<file path="src/rtl/dda_voxel_stepper.sv">
// dda_voxel_stepper: per-ray DDA traversal, one voxel per step.
// Voxels go out over valid/ready; ends on hit, grid exit or step limit.
module dda_voxel_stepper #(
   parameter int W = 32,
   parameter int CW = 5,
   parameter int MAX_STEPS = 64
) (
   input  logic                             clk,
   input  logic                             rst_n,
   input  logic                             load,
   input  logic [CW-1:0]                    init_x,
   input  logic [CW-1:0]                    init_y,
   input  logic [CW-1:0]                    init_z,
   input  logic [W-1:0]                     init_tmax_x,
   input  logic [W-1:0]                     init_tmax_y,
   input  logic [W-1:0]                     init_tmax_z,
   input  logic [W-1:0]                     tdelta_x,
   input  logic [W-1:0]                     tdelta_y,
   input  logic [W-1:0]                     tdelta_z,
   input  logic [2:0]                       step_neg,
   output logic [W-1:0]                     tmax_x,
   output logic [W-1:0]                     tmax_y,
   output logic [W-1:0]                     tmax_z,
   input  logic [2:0]                       step_mask,
   output logic                             vox_valid,
   input  logic                             vox_ready,
   input  logic                             vox_hit,
   output logic [CW-1:0]                    vox_x,
   output logic [CW-1:0]                    vox_y,
   output logic [CW-1:0]                    vox_z,
   output logic                             busy,
   output logic                             done,
   output logic [1:0]                       exit_reason,
   output logic [$clog2(MAX_STEPS+1)-1:0]   step_count
);

   localparam int SCW = $clog2(MAX_STEPS+1);
   localparam logic [SCW-1:0] LIMIT = SCW'(MAX_STEPS);

   typedef enum logic [1:0] {IDLE, EMIT, STEP, DONE} state_t;

   state_t         state;
   logic [W-1:0]   td_x, td_y, td_z;
   logic [2:0]     neg;
   logic [2:0]     sel;
   logic           oob;
   logic [SCW-1:0] cnt_nx;

   function automatic logic [W-1:0] sat_add(
      input logic [W-1:0] a,
      input logic [W-1:0] b
   );
      logic [W:0] s;
      s = {1'b0, a} + {1'b0, b};
      return s[W] ? '1 : s[W-1:0];
   endfunction

   function automatic logic [CW-1:0] move(
      input logic [CW-1:0] c,
      input logic          n
   );
      return n ? c - 1'b1 : c + 1'b1;
   endfunction

   function automatic logic at_edge(
      input logic [CW-1:0] c,
      input logic          n
   );
      return n ? (c == '0) : (c == '1);
   endfunction

   // Axis selection (empty mask means x) and grid-exit detection.
   always_comb begin
      sel = (step_mask == 3'b000) ? 3'b001 : step_mask;
      oob = (sel[0] & at_edge(vox_x, neg[0]))
          | (sel[1] & at_edge(vox_y, neg[1]))
          | (sel[2] & at_edge(vox_z, neg[2]));
      cnt_nx = step_count + 1'b1;
   end

   // Traversal FSM with all outputs registered.
   always_ff @(posedge clk or negedge rst_n) begin
      if (!rst_n) begin
         state       <= IDLE;
         vox_x       <= '0;
         vox_y       <= '0;
         vox_z       <= '0;
         tmax_x      <= '0;
         tmax_y      <= '0;
         tmax_z      <= '0;
         td_x        <= '0;
         td_y        <= '0;
         td_z        <= '0;
         neg         <= '0;
         vox_valid   <= 1'b0;
         busy        <= 1'b0;
         done        <= 1'b0;
         exit_reason <= 2'b00;
         step_count  <= '0;
      end else begin
         case (state)
            IDLE: begin
               if (load) begin
                  vox_x       <= init_x;
                  vox_y       <= init_y;
                  vox_z       <= init_z;
                  tmax_x      <= init_tmax_x;
                  tmax_y      <= init_tmax_y;
                  tmax_z      <= init_tmax_z;
                  td_x        <= tdelta_x;
                  td_y        <= tdelta_y;
                  td_z        <= tdelta_z;
                  neg         <= step_neg;
                  step_count  <= '0;
                  exit_reason <= 2'b00;
                  vox_valid   <= 1'b1;
                  busy        <= 1'b1;
                  state       <= EMIT;
               end
            end
            EMIT: begin
               if (vox_ready) begin
                  vox_valid  <= 1'b0;
                  step_count <= cnt_nx;
                  if (vox_hit) begin
                     exit_reason <= 2'b01;
                     done        <= 1'b1;
                     state       <= DONE;
                  end else if (cnt_nx == LIMIT) begin
                     exit_reason <= 2'b11;
                     done        <= 1'b1;
                     state       <= DONE;
                  end else begin
                     state <= STEP;
                  end
               end
            end
            STEP: begin
               if (oob) begin
                  exit_reason <= 2'b10;
                  done        <= 1'b1;
                  state       <= DONE;
               end else begin
                  if (sel[0]) begin
                     vox_x  <= move(vox_x, neg[0]);
                     tmax_x <= sat_add(tmax_x, td_x);
                  end
                  if (sel[1]) begin
                     vox_y  <= move(vox_y, neg[1]);
                     tmax_y <= sat_add(tmax_y, td_y);
                  end
                  if (sel[2]) begin
                     vox_z  <= move(vox_z, neg[2]);
                     tmax_z <= sat_add(tmax_z, td_z);
                  end
                  vox_valid <= 1'b1;
                  state     <= EMIT;
               end
            end
            DONE: begin
               done  <= 1'b0;
               busy  <= 1'b0;
               state <= IDLE;
            end
            default: state <= IDLE;
         endcase
      end
   end

endmodule

</file>
<file path="config.mk">
export PLATFORM = sky130hd
export DESIGN_NAME = dda_voxel_stepper
export DESIGN_NICKNAME = d
export VERILOG_FILES = /design/src/rtl/dda_voxel_stepper.sv
export SDC_FILE = /design/constraint.sdc
export NUM_CORES = 1
export LEC_CHECK = 0
export CAP_MARGIN = 40
export CORE_UTILIZATION = 29
export CTS_CLUSTER_DIAMETER = 50
export DETAILED_ROUTE_END_ITERATION = 10
export PLACE_DENSITY = 0.56
export SYNTH_ARGS = -nofsm -noshare
export SYNTH_HDL_FRONTEND = slang
export SYNTH_SLANG_ARGS = --single-unit
</file>
<file path="constraint.sdc">
create_clock -name clk -period 5.9 [get_ports clk]
set_input_delay 1.18 -clock clk [delete_from_list [all_inputs] [get_ports clk]]
set_output_delay 1.18 -clock clk [all_outputs]
set_load 0.02 [all_outputs]
</file>
==> summary.md, run 1 <==
| Metric | Value |
|---|---|
| Multiplexer share of the synthesized area | 8.46% |
| Die ar. | 0.0514 mm^2 |
| Mapped Avg Cell Area | 9.50 um^2 |
| Final period utilization | between 60% and 70% |
| Worst setup margin | 1.95 ns |
| Initial drt markers | 691 |
| Layout cells sized above 1 | 11.7% |
| Worst-margin pin slew | between 0.8 and 0.9 ns |
| Hold depth | 2 |
| FF-to-FF setup slack | 1.95 ns |
| Status | finished, final reports clean |
| Arrival time worst endpoint | 4.36 ns |
| Area occupied by multi-input gates | 0.00866 mm^2 |
| Share of synthesized registers carrying an async set or reset | between 90% and 100% |
| Pre-antenna DRT Iters | 5 |
| FF+latch area | roughly 0.0056 mm^2 |
| Final #Nets | 2,199 |
| CP Data Required Time | approximately 6.3 ns |
| Critical Path Max Stage Delay | 0.54 ns |
| Die Wd | 227 um |
| # hold bufs at CTS | 0 |
| Worst Path Max Fanout | 19 |
| Clock latency on the worst-skew pair | 0.56 ns |
| Worst path bufs/invs | 1 |
| Final hold violation count | 0 |
| Largest family of logic cells by synthesized area | compound AO/OA/AOI/OAI gates |
| Fmax | 253 MHz |
| Vias post-DR | about 13,000 |
| Global placer's final weighted congestion | between 0.8 and 0.9 |
| Via density | 5.13 |
| Routed wire per std cell | 18.2 um |
| Ys Warns | 0 |
| Hpwl dp | 34.7 mm |
| Initial antenna violation count | 7 |
| Final setup vio count | 0 |
| CTS tree | built |
| Ys flop type | dfrtp_1 |
| Worst Setup Start Kind | flip-flop |
| Post-synth EDFFs | 0 |
| Setup TNS | 0 ns |
| GRT overflow | 0 |
| Post-Synth XOR/XNOR Area | 5.50% |
| Sequential area share after synthesis | 38.3% |
| Tot GR Track Use | between 10% and 20% |
| Unrepaired setup endpoints after global routing | false |
| Vias in the first global route | 13,100 |
| Simple-gate share of the synthesized area | 10.4% |
| Hold path start | vox_valid |
| Buffers on Ports | 340 |
| # IOs | roughly 340 |
| Setup WS pre-CTS | roughly 1.5 ns |
| Largest net degree at the start of global routing | 119 |
| Synth Instances | ~1,500 |
| HP Class | reg2reg |
| Clock skew | around 0.025 ns |
| Fill cell count | around 4,900 |
| Reg2reg start | tmax_x[0] |
| #FFs+latches synth | 224 |
| CP delay by family, top | compound AO/OA/AOI/OAI gates |
| VDD IR max | 273 uV |
| Area grow syn2layout | 38.0% |
| Die H | 227 um |
| Total wire length | 46.7 mm |
| Hold EP | vox_valid |
| Initial Utilization | 29.7% |
| Post-synthesis cell type count | 61 |
| Root Buffer | clkbuf_16 |
| Syn Std Cell Area | 0.0146 mm^2 |
| CTS Buf Count | 40 |
| First-pass GRT wire length | 72.5 mm |
| R2R cell count | 12 |
| Fin crit period | between 3 and 4 ns |
| Synthesized net count | 1,877 |
| Synth Area in Compound Gates | between 20 and 25% |
| Rows | 81 |
| Lkg Pwr | 0.00859 uW |
| Max H-tree Level | 2 |
| Critical Path Sink Type | flip-flop |
| Clock-pin slew on the worst setup and hold paths | 0.06 ns |
| R2r endpoint | tmax_x[29] |
| Antenna cells | 0 |
| WS Path Type | reg2reg |
| Core Footprint | 0.0494 mm^2 |
| Setup bufs post-CTS | 0 |
| Worst path slowest cell | a211o_1 |
| Critical-path cell list | ha_1, fa_1, a211o_1, a211o_1, o2111a_1, o211ai_1, nand3_1, a311o_1, a211o_1, buf_4, nor2_2, a21oi_1 |
| CP dominant cell by count | a211o_1 |
| Post-CTS Resized | 0 |
| Max Root-Sink Buffers | 3 |
| PD cells | around 740 mW/mm^2 |
| DRC Markers | 0 |
| Fin. max-slew vios | 0 |
| Antenna Violating Nets Remaining | 0 |
| CTS Sinks | 224 |
| Max-slew headroom | 40.4% |
| Max_cap viols | 0 |
| Area share of fa/ha/maj cells after synthesis | 10.3% |
## cell families after synthesis
family          count (synthesis)
simple gates                  330
compound gates                559
xor+xnor                       92
fa+ha+maj                     117
flops                         224
buf+inv                       109
mux                           111
## flip-flops by register name, indices dropped and copies added, names as in the netlist
name	flops
tmax_x	32
step_count	7
td_z	32
vox_y	5
vox_valid	1
tmax_y	32
td_x	32
state	2
td_y	32
exit_reason	2
vox_x	5
busy	1
neg	3
done	1
vox_z	5
tmax_z	32
## Yosys cell counts (5+ instances only)
cell type,n,area share [%]
a211o_1,8,0.48
a211oi_1,16,0.82
a21o_1,54,2.8
a21oi_1,119,4.1
a22o_1,6,0.36
a31oi_1,13,0.56
and3_1,9,0.38
buf_1,5,0.13
clkbuf_1,60,1.5
dfrtp_1,224,38
fa_1,6,0.82
ha_1,111,9.5
inv_1,37,0.95
mux2_2,102,7.8
mux2i_1,9,0.62
nand2_1,148,3.8
nand2b_1,9,0.38
nand3_1,22,0.75
nand4_1,16,0.68
nor2_1,58,1.5
nor2b_1,14,0.60
nor3_1,17,0.58
o211ai_1,14,0.72
o21a_1,16,0.82
o21ai_0,149,5.1
o21ai_1,26,0.89
o21bai_1,12,0.62
o22ai_1,67,2.9
o22ai_2,20,1.7
o31ai_1,6,0.31
or3_1,17,0.73
xnor2_1,56,3.3
xor2_1,36,2.2
## through the flow
step / util [%] / hold WS, ns / std cells / power (uW) / cell area (um^2)
3_5_place_dp: 38.1 / 0.475 / 2486 / 12400 / 18800
2_1_floorplan: - / 0.484 / 1542 / 9660 / 14600
4_1_cts: 41.0 / 0.487 / 2559 / 15100 / 20200
6_report: 41.0 / 0.484 / 2559 / 14900 / 20200
5_1_grt: 41.0 / 0.527 / 2559 / 16200 / 20200
3_3_place_gp: 37.9 / 0.480 / 2483 / 12300 / 18700
## layout by cell type, fill, tap and decap left out, drive strengths merged, types with 6 or more instances in the layout
| cell | n |
|---|---|
| dfrtp | 224 |
| mux2 | 102 |
| nand3 | 22 |
| xnor2 | 56 |
| clkinv | 11 |
| a31oi | 13 |
| bufinv | 7 |
| nand2 | 148 |
| o22ai | 87 |
| nand4 | 16 |
| o31ai | 6 |
| ha | 111 |
| a211oi | 16 |
| nor2b | 14 |
| nor3 | 17 |
| xor2 | 36 |
| and3 | 9 |
| clkdlybuf4s50 | 339 |
| o21a | 16 |
| or3 | 17 |
| a21o | 54 |
| o21bai | 12 |
| clkbuf | 47 |
| fa | 6 |
| nand2b | 9 |
| o211ai | 14 |
| inv | 43 |
| a211o | 8 |
| a22o | 6 |
| buf | 13 |
| nor2 | 59 |
| mux2i | 9 |
| o21ai | 175 |
| a21oi | 119 |
## how the worst max path moves through the flow
stage / from / end / slack, ns / depth (start not counted)
2_1_floorplan: tmax_x[0] / tmax_x[10] / 2.58 / 13
3_3_place_gp: step_mask[2] / tmax_y[29] / 1.51 / 11
3_5_place_dp: step_mask[2] / tmax_y[29] / 1.53 / 12
4_1_cts: tmax_x[0] / tmax_x[20] / 1.90 / 12
5_1_grt: step_mask[2] / tmax_y[25] / 1.76 / 12
6_report: tmax_x[0] / tmax_x[29] / 1.95 / 12
## worst reg2reg max path, stage by stage, from the launching register on
cell and delay [ns]:
dfrtp_1 0.41, ha_1 0.25, fa_1 0.43, a211o_1 0.32, a211o_1 0.32, o2111a_1 0.20, o211ai_1 0.18, nand3_1 0.14
a311o_1 0.34, a211o_1 0.54, buf_4 0.34, nor2_2 0.25, a21oi_1 0.09
## per-layer routing
| metal | GRT usage [%] | vias to the layer above | wire [um] |
|---|---|---|---|
| met5 | 0 | - | 83 |
| met4 | 4.84 | 14 | 987 |
| met3 | 5.05 | 76 | 3440 |
| met2 | 29.7 | 388 | 22000 |
| met1 | 22.7 | 6297 | 20100 |
| li1 | - | 6363 | - |
## final cells by class
type                            instances  share of cell area [%]
Clock buffer                           47                    5.29
Timing Repair Buffer                  352                    17.6
Inverter                               37                   0.687
Multi-Input combinational cell       1209                    42.9
Tap cell                              664                    4.11
Clock inverter                         26                    1.76
Sequential cell                       224                    27.7
## report_power, final
part / switching (uW) / leakage [uW] / total [uW] / internal [uW]
clock network: 872 / 0.000698 / 2490 / 1620
registers: 691 / 0.00269 / 3020 / 2330
logic: 5200 / 0.00521 / 9420 / 4230
total: 6760 / 0.00859 / 14900 / 8180
Note: power is estimated with default switching activity, not from simulation.
==> run 2, diff against run 1 <==
==> constraint.sdc (replaced) <==
create_clock -name clk -period 4 [get_ports clk]
set_input_delay 0.8 -clock clk [delete_from_list [all_inputs] [get_ports clk]]
set_output_delay 0.8 -clock clk [all_outputs]
set_load 0.02 [all_outputs]
==> summary.md, run 2 (same netlist as run 1, synthesis figures left out) <==
| Metric | Value |
|---|---|
| Combinational fraction of design power | 64.1% |
| WS Path Type | reg2reg |
| Critical Path Max Stage Delay | 0.52 ns |
| Beginning of the critical path | tmax_z[0] |
| Fin. max-slew vios | 0 |
| Tot GR Track Use | 18.0% |
| Antenna Violating Nets Remaining | 0 |
| Worst-margin pin slew | 0.845 ns |
| Max Root-Sink Buffers | 3 |
| FF+latch area | about 0.0056 mm^2 |
| Reg2reg start | tmax_z[0] |
| Critical Path Sink Type | flip-flop |
| Area occupied by multi-input gates | around 0.0087 mm^2 |
| Global placer's final weighted congestion | about 0.84 |
| Status | finished, final reports clean |
| Arrival time worst endpoint | between 4 and 5 ns |
| First-pass GRT wire length | 72.7 mm |
| CP dominant cell by count | a21oi_1 |
| Fin crit period | 3.79 ns |
| Clock latency on the worst-skew pair | 0.54 ns |
| CTS tree | built |
| Sw frac | 45.6% |
| Worst path bufs/invs | 0 |
| Die H | 227 um |
| Most common cell after layout, fill and taps aside | clkdlybuf4s50_1 |
| Area grow syn2layout | 37.7% |
| Core Footprint | 0.0494 mm^2 |
| # IOs | 341 |
| Worst Setup Start Kind | flip-flop |
| PD cells | 1080 mW/mm^2 |
| Final hold violation count | 0 |
| Lkg Pwr | approximately 0.0086 uW |
| # hold bufs at CTS | 0 |
| Pre-antenna DRT Iters | 5 |
| GRT overflow | 0 |
| Die ar. | 0.0514 mm^2 |
| Most frequent cells in the layout | 339 x clkdlybuf4s50_1, 224 x dfrtp_1, 149 x o21ai_0, 147 x nand2_1, 119 x a21oi_1 |
| HP Class | in2async |
| Clock group share of total power | between 15 and 20% |
| VDD IR max | 502 uV |
| CP delay by family, top | compound AO/OA/AOI/OAI gates |
| Initial antenna violation count | 9 |
| Max H-tree Level | 2 |
| Root Buffer | clkbuf_16 |
| Critical-path cell list | ha_1, fa_1, a211oi_1, o211ai_1, a21oi_1, nor3_1, o2111ai_1, nand2_1, a31o_2, nor2_1, a21oi_1 |
| Die Wd | 227 um |
| Fill cell count | 4,850 |
| CTS Sinks | between 200 and 250 |
| Final #Nets | 2,208 |
| Max_cap viols | 0 |
| Post-CTS Resized | 0 |
| Clock-pin slew on the worst setup and hold paths | 0.05 ns |
| Final hold slack | 0.317 ns |
| Largest net degree at the start of global routing | roughly 100 |
| Total wire length | roughly 47 mm |
| Hpwl dp | 35.3 mm |
| Max-slew headroom | 43.7% |
| Internal power | approximately 12,000 uW |
| Buffers on Ports | 340 |
| Vias in the first global route | 13,000 |
| Final period utilization | 94.7% |
| Setup TNS | 0 ns |
| Final setup vio count | 0 |
| Setup bufs post-CTS | 0 |
| Layout cells sized above 1 | 11.9% |
| Unrepaired setup endpoints after global routing | false |
| Routed wire per std cell | between 15 and 20 um |
| Worst path slowest cell | a31o_2 |
| Sequential power share | 20.5% |
| Sw power | 9930 uW |
| Clock skew | 0.0126 ns |
| Initial drt markers | between 700 and 800 |
| Via density | roughly 5.1 |
| Initial Utilization | 29.7% |
| Rows | between 80 and 90 |
| Fmax | 264 MHz |
| Final design utilization | 40.8% |
| Worst Path Max Fanout | 30 |
| Vias post-DR | 13,000 |
| DRC Markers | 0 |
| CTS Buf Count | 38 |
| CP Data Required Time | between 4 and 5 ns |
==> run 2: layout make-up <==
type	instances	area share [%]
clock buffers	48	5.21
flip-flops and latches	224	27.8
diodes	2	0.0248
repair buffers	363	18.0
multi-input cells	1209	43.0
inverters	37	0.689
clock inverters	21	1.20
well taps	664	4.12
==> run 2: power by group through the flow <==
stage / clock, uW / combinational, uW / sequential [uW]
final: 3340 / 14000 / 4480
after floorplan: 0 / 9380 / 4880
after global routing: 3530 / 15400 / 4650
after detailed placement: 0 / 13900 / 4520
after CTS: 3440 / 14000 / 4490
after global placement: 0 / 13700 / 4490
==> run 2: path summary, 6_finish.rpt <==
kind                             endpoint  slack, ns  cells past startpoint
max                            tmax_z[29]       0.21                     11
min                              td_y[14]       0.32                      1
max reg2reg                    tmax_z[29]       0.21                     11
min reg2reg                exit_reason[0]       0.51                      1
max in group asynchronous        td_x[31]       2.74                      2
min in group clk           exit_reason[0]       0.51                      1
==> run 2: worst register-to-register path: stages, from the launching register on <==
cell	delay (ns)
dfrtp_1	0.40
ha_1	0.26
fa_1	0.44
a211oi_1	0.32
o211ai_1	0.22
a21oi_1	0.40
nor3_1	0.21
o2111ai_1	0.35
nand2_1	0.15
a31o_2	0.52
nor2_1	0.30
a21oi_1	0.10
==> run 2: metal layers <==
layer | vias to the layer above | track usage, % | routed length, um
met5 | - | 0 | 77
met4 | 12 | 5.30 | 1090
met3 | 77 | 3.94 | 2880
met2 | 364 | 29.4 | 21900
met1 | 6187 | 23.6 | 21100
li1 | 6401 | - | -
==> run 2: metrics by stage <==
stage | instances | worst slack [ns] | instance area, um^2 | power (uW)
floorplan | 1542 | 0.681 | 14600 | 14300
global placement | 2496 | 0.313 | 18800 | 18200
detailed placement | 2497 | 0.307 | 18900 | 18400
CTS | 2566 | 0.289 | 20200 | 21900
global route | 2567 | 0.0256 | 20200 | 23600
finish | 2568 | 0.211 | 20200 | 21800
==> run 3, diff against run 2 <==
--- a/config.mk
+++ b/config.mk
@@ -9,6 +9,7 @@
 export CORE_UTILIZATION = 29
 export CTS_CLUSTER_DIAMETER = 50
 export DETAILED_ROUTE_END_ITERATION = 10
+export GPL_ROUTABILITY_DRIVEN = 0
 export PLACE_DENSITY = 0.56
 export SYNTH_ARGS = -nofsm -noshare
 export SYNTH_HDL_FRONTEND = slang
==> results of run 3 <==
Final layout, timing and power as in run 2 (identical DEF).
